**src/rtl/uart_baud_ctrl.sv**
```systemverilog
// Baud-rate controller: programmable divisor -> 16x oversample tick and bit tick,
// with divisor updates committed only on tick boundaries. Optional: UART_BAUD_FRAC_EN.
module uart_baud_ctrl #(
  parameter int DIV_W = 16,
  parameter int OSR   = 16
) (
  input  logic             PCLK,
  input  logic             PRESETn,
  input  logic             cfg_en,
  input  logic             cfg_wr,
  input  logic [DIV_W-1:0] cfg_div,
`ifdef UART_BAUD_FRAC_EN
  input  logic [3:0]       cfg_frac,
`endif
  output logic             baud16_tick,
  output logic             bit_tick,
  output logic             cfg_ack,
  output logic             busy,
  output logic             running,
  output logic [DIV_W-1:0] div_active
);

  localparam int SUB_W = (OSR > 1) ? $clog2(OSR) : 1;

  localparam logic [1:0] ST_IDLE = 2'd0;
  localparam logic [1:0] ST_RUN  = 2'd1;
  localparam logic [1:0] ST_PEND = 2'd2;

  localparam logic [DIV_W-1:0] DIV_ZERO = {DIV_W{1'b0}};
  localparam logic [DIV_W-1:0] DIV_ONE  = {{(DIV_W-1){1'b0}}, 1'b1};
  localparam logic [SUB_W-1:0] SUB_ZERO = {SUB_W{1'b0}};
  localparam logic [SUB_W-1:0] SUB_ONE  = {{(SUB_W-1){1'b0}}, 1'b1};
  localparam logic [SUB_W-1:0] SUB_LAST = SUB_W'(OSR - 1);

  // A fractional carry stretches the next period by one cycle.
  function automatic logic [DIV_W-1:0] period_load(input logic [DIV_W-1:0] div,
                                                   input logic             carry);
    if (carry) begin
      period_load = div;
    end else begin
      period_load = div - DIV_ONE;
    end
  endfunction

  logic [1:0]       state_q, state_d;
  logic [DIV_W-1:0] cnt_q, cnt_d;
  logic [SUB_W-1:0] sub_q, sub_d;
  logic [DIV_W-1:0] pend_q, pend_d;
  logic [DIV_W-1:0] div_q, div_d;
  logic [3:0]       frac_q, frac_d;
  logic [3:0]       pfrac_q, pfrac_d;
  logic [3:0]       acc_q, acc_d;
  logic             tick_q, tick_d;
  logic             bit_q, bit_d;
  logic             ack_q, ack_d;
  logic             busy_q, busy_d;
  logic             run_q, run_d;

  logic [3:0]       frac_in_s;
  logic [3:0]       eff_frac_s;
  logic [3:0]       use_frac_s;
  logic [4:0]       acc_sum_s;
  logic [DIV_W-1:0] eff_div_s;
  logic             boundary_s;

`ifdef UART_BAUD_FRAC_EN
  assign frac_in_s = cfg_frac;
`else
  assign frac_in_s = 4'd0;
`endif

  // An IDLE write is visible to the enable check in the same cycle.
  assign eff_div_s  = cfg_wr ? cfg_div : div_q;
  assign eff_frac_s = cfg_wr ? frac_in_s : frac_q;
  assign use_frac_s = (state_q == ST_PEND) ? pfrac_q : frac_q;
  assign acc_sum_s  = {1'b0, acc_q} + {1'b0, use_frac_s};
  assign boundary_s = (cnt_q == DIV_ZERO);

  // Next-state logic for the FSM, counters and divisor registers.
  always_comb begin
    state_d = state_q;
    cnt_d   = cnt_q;
    sub_d   = sub_q;
    pend_d  = pend_q;
    pfrac_d = pfrac_q;
    div_d   = div_q;
    frac_d  = frac_q;
    acc_d   = acc_q;
    tick_d  = 1'b0;
    bit_d   = 1'b0;
    ack_d   = 1'b0;

    case (state_q)
      ST_IDLE: begin
        div_d  = eff_div_s;
        frac_d = eff_frac_s;
        ack_d  = cfg_wr;
        sub_d  = SUB_ZERO;
        acc_d  = 4'd0;
        if (cfg_en && (eff_div_s != DIV_ZERO)) begin
          state_d = ST_RUN;
          cnt_d   = eff_div_s - DIV_ONE;
        end else begin
          state_d = ST_IDLE;
          cnt_d   = DIV_ZERO;
        end
      end

      ST_RUN, ST_PEND: begin
        if (!cfg_en) begin
          // Disable: flush any pending divisor, no tick on this edge.
          state_d = ST_IDLE;
          cnt_d   = DIV_ZERO;
          sub_d   = SUB_ZERO;
          acc_d   = 4'd0;
          if (cfg_wr) begin
            div_d  = cfg_div;
            frac_d = frac_in_s;
            ack_d  = 1'b1;
          end else if (state_q == ST_PEND) begin
            div_d  = pend_q;
            frac_d = pfrac_q;
            ack_d  = 1'b1;
          end else begin
            ack_d  = 1'b0;
          end
        end else begin
          if (boundary_s) begin
            tick_d = 1'b1;
            bit_d  = (sub_q == SUB_LAST);
            sub_d  = sub_q + SUB_ONE;
            acc_d  = acc_sum_s[3:0];
            if (state_q == ST_PEND) begin
              div_d  = pend_q;
              frac_d = pfrac_q;
              ack_d  = 1'b1;
              if (pend_q == DIV_ZERO) begin
                state_d = ST_IDLE;
                cnt_d   = DIV_ZERO;
                sub_d   = SUB_ZERO;
                acc_d   = 4'd0;
              end else begin
                state_d = ST_RUN;
                cnt_d   = period_load(pend_q, acc_sum_s[4]);
              end
            end else begin
              cnt_d = period_load(div_q, acc_sum_s[4]);
            end
          end else begin
            cnt_d = cnt_q - DIV_ONE;
          end

          // A write landing on a boundary is held for the following boundary.
          if (cfg_wr) begin
            if (state_d == ST_IDLE) begin
              div_d  = cfg_div;
              frac_d = frac_in_s;
            end else begin
              pend_d  = cfg_div;
              pfrac_d = frac_in_s;
              state_d = ST_PEND;
            end
          end else begin
            pend_d = pend_q;
          end
        end
      end

      default: begin
        state_d = ST_IDLE;
        cnt_d   = DIV_ZERO;
        sub_d   = SUB_ZERO;
        acc_d   = 4'd0;
      end
    endcase

    busy_d = (state_d == ST_PEND);
    run_d  = (state_d != ST_IDLE);
  end

  // State and output registers.
  always_ff @(posedge PCLK or negedge PRESETn) begin
    if (!PRESETn) begin
      state_q <= ST_IDLE;
      cnt_q   <= DIV_ZERO;
      sub_q   <= SUB_ZERO;
      pend_q  <= DIV_ZERO;
      pfrac_q <= 4'd0;
      div_q   <= DIV_ZERO;
      frac_q  <= 4'd0;
      acc_q   <= 4'd0;
      tick_q  <= 1'b0;
      bit_q   <= 1'b0;
      ack_q   <= 1'b0;
      busy_q  <= 1'b0;
      run_q   <= 1'b0;
    end else begin
      state_q <= state_d;
      cnt_q   <= cnt_d;
      sub_q   <= sub_d;
      pend_q  <= pend_d;
      pfrac_q <= pfrac_d;
      div_q   <= div_d;
      frac_q  <= frac_d;
      acc_q   <= acc_d;
      tick_q  <= tick_d;
      bit_q   <= bit_d;
      ack_q   <= ack_d;
      busy_q  <= busy_d;
      run_q   <= run_d;
    end
  end

  assign baud16_tick = tick_q;
  assign bit_tick    = bit_q;
  assign cfg_ack     = ack_q;
  assign busy        = busy_q;
  assign running     = run_q;
  assign div_active  = div_q;

endmodule
```
**config.mk**
```make
export PLATFORM = sky130hd
export DESIGN_NAME = uart_baud_ctrl
export DESIGN_NICKNAME = d
export VERILOG_FILES = /design/src/rtl/uart_baud_ctrl.sv
export SDC_FILE = /design/constraint.sdc
export NUM_CORES = 1
export LEC_CHECK = 0
export ABC_AREA = 1
export CAP_MARGIN = 10
export CORE_ASPECT_RATIO = 0.8
export CORE_MARGIN = 5
export CORE_UTILIZATION = 61
export DETAILED_ROUTE_END_ITERATION = 6
export HOLD_SLACK_MARGIN = 0.03
export PLACE_DENSITY = 0.85
export SYNTH_ARGS = -nofsm -noshare
export SYNTH_HDL_FRONTEND = slang
export SYNTH_SLANG_ARGS = --single-unit
```
**constraint.sdc**
```tcl
create_clock -name PCLK -period 4.2 [get_ports PCLK]
set_input_delay 0.63 -clock PCLK [delete_from_list [all_inputs] [get_ports PCLK]]
set_output_delay 0.63 -clock PCLK [all_outputs]
set_load 0.02 [all_outputs]
```
==> impl_metrics.ini <==
[sta]
rsz0062_at_grt = false
fin_crit_ns = 3.32
fmax_ghz = 0.301
relSlewSlack_pct = 48.9
worst_pin_slew_ns = 0.766
setup_viol_count_final = 0
finalCritPeriodShare_pct = 79.0
hold_viol_final = 0
fin_tns_setup_ns = 0
fin_skew_ns = 0.00464
fin_ws_ns = 0.881
maxSlewViolCount = 0

[cts]
cts_resized = 0
htreeDepth = 3
path_clk_slew_ns = 0.06
cts_setup_buffers = 0
clock-sinks = 67
cts_buffers = 9
clock-root-buffer = clkbuf_16
clock_latency_ns = 0.34
cts_buffer_depth = 2
postCtsHoldBufs = 0
cts_tree = yes

[global_routing]
grt_pass1_vias = 6539
grt_usage_pct = 35.8
grt_pass1_wl_um = 34300
grt_overflow = 0
grt_max_degree = 44
grt_antenna_before_repair = 1

[pwr]
peakVddDrop_v = 0.000361
p_per_area_nw_per_um2 = 545
total_leakage_power_nw = 3.51

[route]
drt_pass1_iterations = 5
routed_via_density = 5.86
wl_per_cell_um = 17.8
vias = 6996
ant_nets = 0
drt-total-wl_um = 21300
drt_iter0_drc = 817
drt_drc_violations_left = 0

[placement]
place_hpwl_um = 15600
pre_cts_slack_ns = 0.977
portBuffers = 40
gp_congestion = 1.04
dpl_cell_area_um2 = 6770

[die]
die_w_um = 124
initial_utilization_pct = 62.1
core_um2 = 10200
dieArea_um2 = 12500
fp-row-count = 33
die_h_um = 101
io-pin-count = 41

[yosys]
synthDominantCellAreaShare_pct = 26.5
yosysTopAreaCell = dfrtp_1
syn_area_um2 = 6330
yosysMostFrequentCell = nand2_1
yosysWarningCount = 0
synth_area_per_cell_um2 = 6.19
async_flop_share_pct = 100
synth_nets = 1058
synth_area_leaders = dfrtp_1 (26%), nand2_1 (18%), inv_1 (7.3%)
synthTopCellsByCount = nand2_1 (312), inv_1 (123), nor2_1 (102)
synth_seq_cells = 67
ys_seq_area_share_pct = 26.5
syn_inst = 1022
synth-edff-count = 0
ys_types = 44
synthFlopType = dfrtp_1

[layout]
fillerInstances = 960
drive_gt1_share_pct = 8.74
layout.nets = 1084
design_area_um2 = 7040
syn_to_final_growth_pct = 11.2

[critical_path]
required_ns = 4.43
crit_chain = inv_1 > ha_1 > buf_4 > nor2_1 > ha_1 > a21oi_1 > nand2_1 > buf_4 > inv_1 > buf_4 > nand3_1 > nor2_1 > nand3_1 > nand3_1 > nand3_1 > nand2_1 > nand2_1
path_max_fanout = 43
worstSetupStartpointType = register
end_kind = register
cp_common_cell = nand3_1
max_stage_delay_ns = 0.40
arrival_ns = 3.55
critPathKind = reg -> reg
critical_path.slowest_cell = dfrtp_1

[status]
status = finished, final reports clean

[min_path]
worstHoldPathType = in -> async

[run]
cap_viol_max_count = 0
==> worst max-delay path, delay by kind of cell, from the launching register on <==
kind / cells / cell delay, ns
buf+inv: 5 / 1.22
simple gates: 9 / 0.90
fa+ha+maj: 2 / 0.52
flops: 1 / 0.40
compound gates: 1 / 0.15
==> cells by family (layout without fill, tap and decap cells) <==
logic type	count (synthesis)	after routing	synth area share (%)
simple gates	567	567	39.4
compound gates	178	178	16.0
buf+inv	171	202	11.6
flops	67	67	26.5
xor+xnor	23	23	3.18
fa+ha+maj	16	16	3.28
other cells	0	1	0
==> worst paths after layout <==
path | from | end | slack, ns | cells past startpoint
max | state_q[0] | cnt_q[11] | 0.88 | 17
min | PRESETn | div_active[13] | 0.36 | 1
max reg2reg | state_q[0] | cnt_q[11] | 0.88 | 17
min reg2reg | sub_q[0] | sub_q[0] | 0.51 | 1
max in group asynchronous | PRESETn | cfg_ack | 2.87 | 2
min in group PCLK | sub_q[0] | sub_q[0] | 0.51 | 1
==> flip-flops by register name, indices dropped and copies added, names as in the netlist, 2 cells and up <==
name,count
acc_q,4
cnt_q,16
div_active,16
frac_q,4
pend_q,16
state_q,2
sub_q,4
==> through the flow <==
| stage | std cells | utilization (%) | hold WS, ns | power (mW) |
|---|---|---|---|---|
| final | 1194 | 69.0 | 0.359 | 3.84 |
| after global routing | 1193 | 69.0 | 0.423 | 4.14 |
| after CTS | 1193 | 69.0 | 0.383 | 3.79 |
| after detailed placement | 1177 | 66.4 | 0.490 | 3.08 |
| after global placement | 1177 | 66.4 | 0.486 | 3.07 |
| after floorplan | 1022 | - | 0.334 | 2.47 |
==> power by group <==
group	internal, mW	switching (mW)
combinational	0.689	1.30
clock	0.394	0.294
sequential	0.833	0.332
total	1.92	1.92
==> placed cells by master, fill, tap and decap left out, types with 2 or more instances in the layout <==
master and count:
xnor2_1 7, nand2_1 312, nor3_1 8, nand3_1 86
buf_2 2, clkdlybuf4s50_1 38, buf_4 16, a21o_1 2
a22o_1 2, nand2_2 6, nor2_4 10, o211ai_1 4
clkinv_1 2, o21ai_2 11, or2_2 2, a31oi_1 5
o21ai_0 87, a21oi_1 37, nor2_1 102, inv_2 4
nor2_2 11, nand2_4 5, nand3_2 2, dfrtp_1 67
ha_1 15, nand4_1 19, o21ai_1 19, clkbuf_16 9
o22ai_1 5, inv_1 123, clkinv_2 5, xor2_1 16
==> area by class of cell <==
type                            count  area (um^2)  share of cell area (%)
Clock inverter                      6         32.5                   0.462
Timing Repair Buffer               56          510                    7.25
Antenna cell                        1         2.50                  0.0356
Multi-Input combinational cell    784         3920                    55.7
Inverter                          130          490                    6.97
Tap cell                          140          175                    2.49
Sequential cell                    67         1680                    23.8
Clock buffer                       10          229                    3.25
==> metal layers <==
| layer | GRT usage, % | vias up | part of all wire [%] |
|---|---|---|---|
| met2 | 49.2 | 445 | 41 |
| met3 | 11.0 | 74 | 13 |
| met1 | 50.5 | 3140 | 42 |
| li1 | - | 3337 | - |
| met4 | 18.6 | 0 | 4.6 |
| met5 | 0 | - | 0 |
Power figures use the tool's default switching activity.
==> variant, RTL diff (same flow settings) <==
Build with the macro `UART_BAUD_FRAC_EN` defined.
--- a/src/rtl/uart_baud_ctrl.sv
+++ b/src/rtl/uart_baud_ctrl.sv
@@ -1,5 +1,7 @@
 // Baud-rate controller: programmable divisor -> 16x oversample tick and bit tick,
 // with divisor updates committed only on tick boundaries. Optional: UART_BAUD_FRAC_EN.
+`define UART_BAUD_FRAC_EN
+
 module uart_baud_ctrl #(
   parameter int DIV_W = 16,
   parameter int OSR   = 16
Interface: changed (added cfg_frac); port bits go from 41 to 45. No check against the original RTL was run, so the function may have changed too.
==> variant against the unedited design <==
  * Via count up 7.1%
  * Worst setup slack got worse by 0.29 ns
  * Utilization grew 1.7 points
  * Cell count is 6.1% higher
  * Power up 15%
  * Sequential cell count rose by 4
  * Wire length grew 4.2%
  * Fmax decreased by 8.1%
  * Largest power group unchanged
  * Area after synthesis rose by 3.4%
  * Count of clock-buffer cells in the layout decreased by 1
  * Die area is 3.1% higher
  * Final area rose by 4.2%
  * Critical endpoint unchanged
==> variant: results <==
outcome:
  outcome: "finished clean"
synthesis:
  synth_seq_area_share: 0.271
  syn-instance-count: 1100
  synthTopCellsByArea: "sky130_fd_sc_hd__dfrtp_1 (27%), sky130_fd_sc_hd__nand2_1 (20%), sky130_fd_sc_hd__nand3_1 (8.3%)"
  synth.cells.most_frequent: "sky130_fd_sc_hd__nand2_1 (345), sky130_fd_sc_hd__inv_1 (141), sky130_fd_sc_hd__nand3_1 (108)"
  yosys.cell_types.count: 38
grt:
  groute.usage.overall: 0.349
  grt_pass1_wl_mm: 35.8
  grt_pass1_vias: 6734
  antenna_found_initial: 0
  grt_start_max_net_pins: 72
timing:
  skew_ns: 0.00835
  hold-worst-slack_ns: 0.407
  max_slew_margin_vs_limit: 0.326
routing:
  avgRoutedWirePerCell_um: 17.5
  num_vias: 7492
  first_pass_iters: 6
  drt_first_iter_violations: 1172
critical_path:
  worst-r2r-setup-slack_ns: 0.59
  worst-endpoint-arrival_ns: 3.84
  critPathMaxFanout: 16
placement:
  port_buffers: 44
  gp_routability_congestion: 1.07
  place_hpwl_mm: 16.1
  placement.cell_area_sq_um: 7010
finish:
  finish.net_count: 1162
  layout.cells.non_filler: 1267
  fillCellCount: 948
  multiInputGateArea_sq_um: 3960
  antennaDiodeCount: 0
  fraction_of_layout_instances_using_a_drive_strength_above_1: 0.0524
power:
  peakVddDrop_v: 0.000408
  leakage_nw: 3.73
clocking:
  insertion_delay_ns: 0.34
hold_path:
  timing.hold.worst.class: "input pin to async pin"
[variant: layer usage]
metal	up-vias	track usage	wire length, um
met3	60	0.0813	2720
met5	-	0	0
met1	3369	0.472	9120
met2	510	0.554	9640
li1	3553	-	-
met4	0	0.126	698
[variant: worst paths after layout]
kind	cells after the start	from	end
min	1	PRESETn	div_active[13]$_DFFE_PN0P_
max reg2reg	17	state_q[0]$_DFF_PN0_	cnt_q[11]$_DFF_PN0_
min in group PCLK	2	frac_q[2]$_DFFE_PN0P_	frac_q[2]$_DFFE_PN0P_
max in group asynchronous	1	PRESETn	cnt_q[14]$_DFF_PN0_
min reg2reg	2	frac_q[2]$_DFFE_PN0P_	frac_q[2]$_DFFE_PN0P_
max	17	state_q[0]$_DFF_PN0_	cnt_q[11]$_DFF_PN0_
[variant: final cells by class]
class | count | share of cell area
multi-input cells | 833 | 0.540
flip-flops and latches | 71 | 0.242
inverters | 148 | 0.0758
repair buffers | 59 | 0.0744
clock buffers | 9 | 0.0307
well taps | 140 | 0.0239
clock inverters | 7 | 0.0133
[variant: cell families (layout without fill, tap and decap cells)]
| group | Yosys count | count (layout) | synth area share |
|---|---|---|---|
| adder cells (fa/ha/maj) | 16 | 16 | 0.0317 |
| AND/OR/NAND/NOR | 615 | 615 | 0.400 |
| flip-flops | 71 | 71 | 0.271 |
| buffers and inverters | 196 | 223 | 0.124 |
| AO/OA/AOI/OAI | 181 | 181 | 0.145 |
| XOR/XNOR | 21 | 21 | 0.0281 |
[variant: through the flow]
step                setup WS, ns  total power, mW
finish                     0.589             4.42
global route               0.262             4.74
CTS                        0.643             4.34
detailed placement         0.669             3.48
global placement           0.834             3.46
floorplan                   1.27             2.76
[variant: report_power, final]
part           total (mW)  internal, mW  switching (mW)
clock               0.840         0.521           0.319
combinational        2.30         0.780            1.52
sequential           1.27         0.916           0.358
[variant: critical path, cell delays in order, from the launching register on]
cell                      delay (ns)
sky130_fd_sc_hd__dfrtp_1        0.41
sky130_fd_sc_hd__inv_1          0.12
sky130_fd_sc_hd__ha_1           0.34
sky130_fd_sc_hd__o21ai_0        0.21
sky130_fd_sc_hd__ha_1           0.25
sky130_fd_sc_hd__fa_1           0.44
sky130_fd_sc_hd__nand3_1        0.09
sky130_fd_sc_hd__nand2_1        0.27
sky130_fd_sc_hd__inv_1          0.48
sky130_fd_sc_hd__nand2_1        0.17
sky130_fd_sc_hd__nor2_1         0.23
sky130_fd_sc_hd__nand2_1        0.08
sky130_fd_sc_hd__nand2_1        0.06
sky130_fd_sc_hd__nand3_1        0.08
sky130_fd_sc_hd__nand3_1        0.10
sky130_fd_sc_hd__nand3_1        0.06
sky130_fd_sc_hd__nand2_1        0.07
sky130_fd_sc_hd__inv_1          0.04
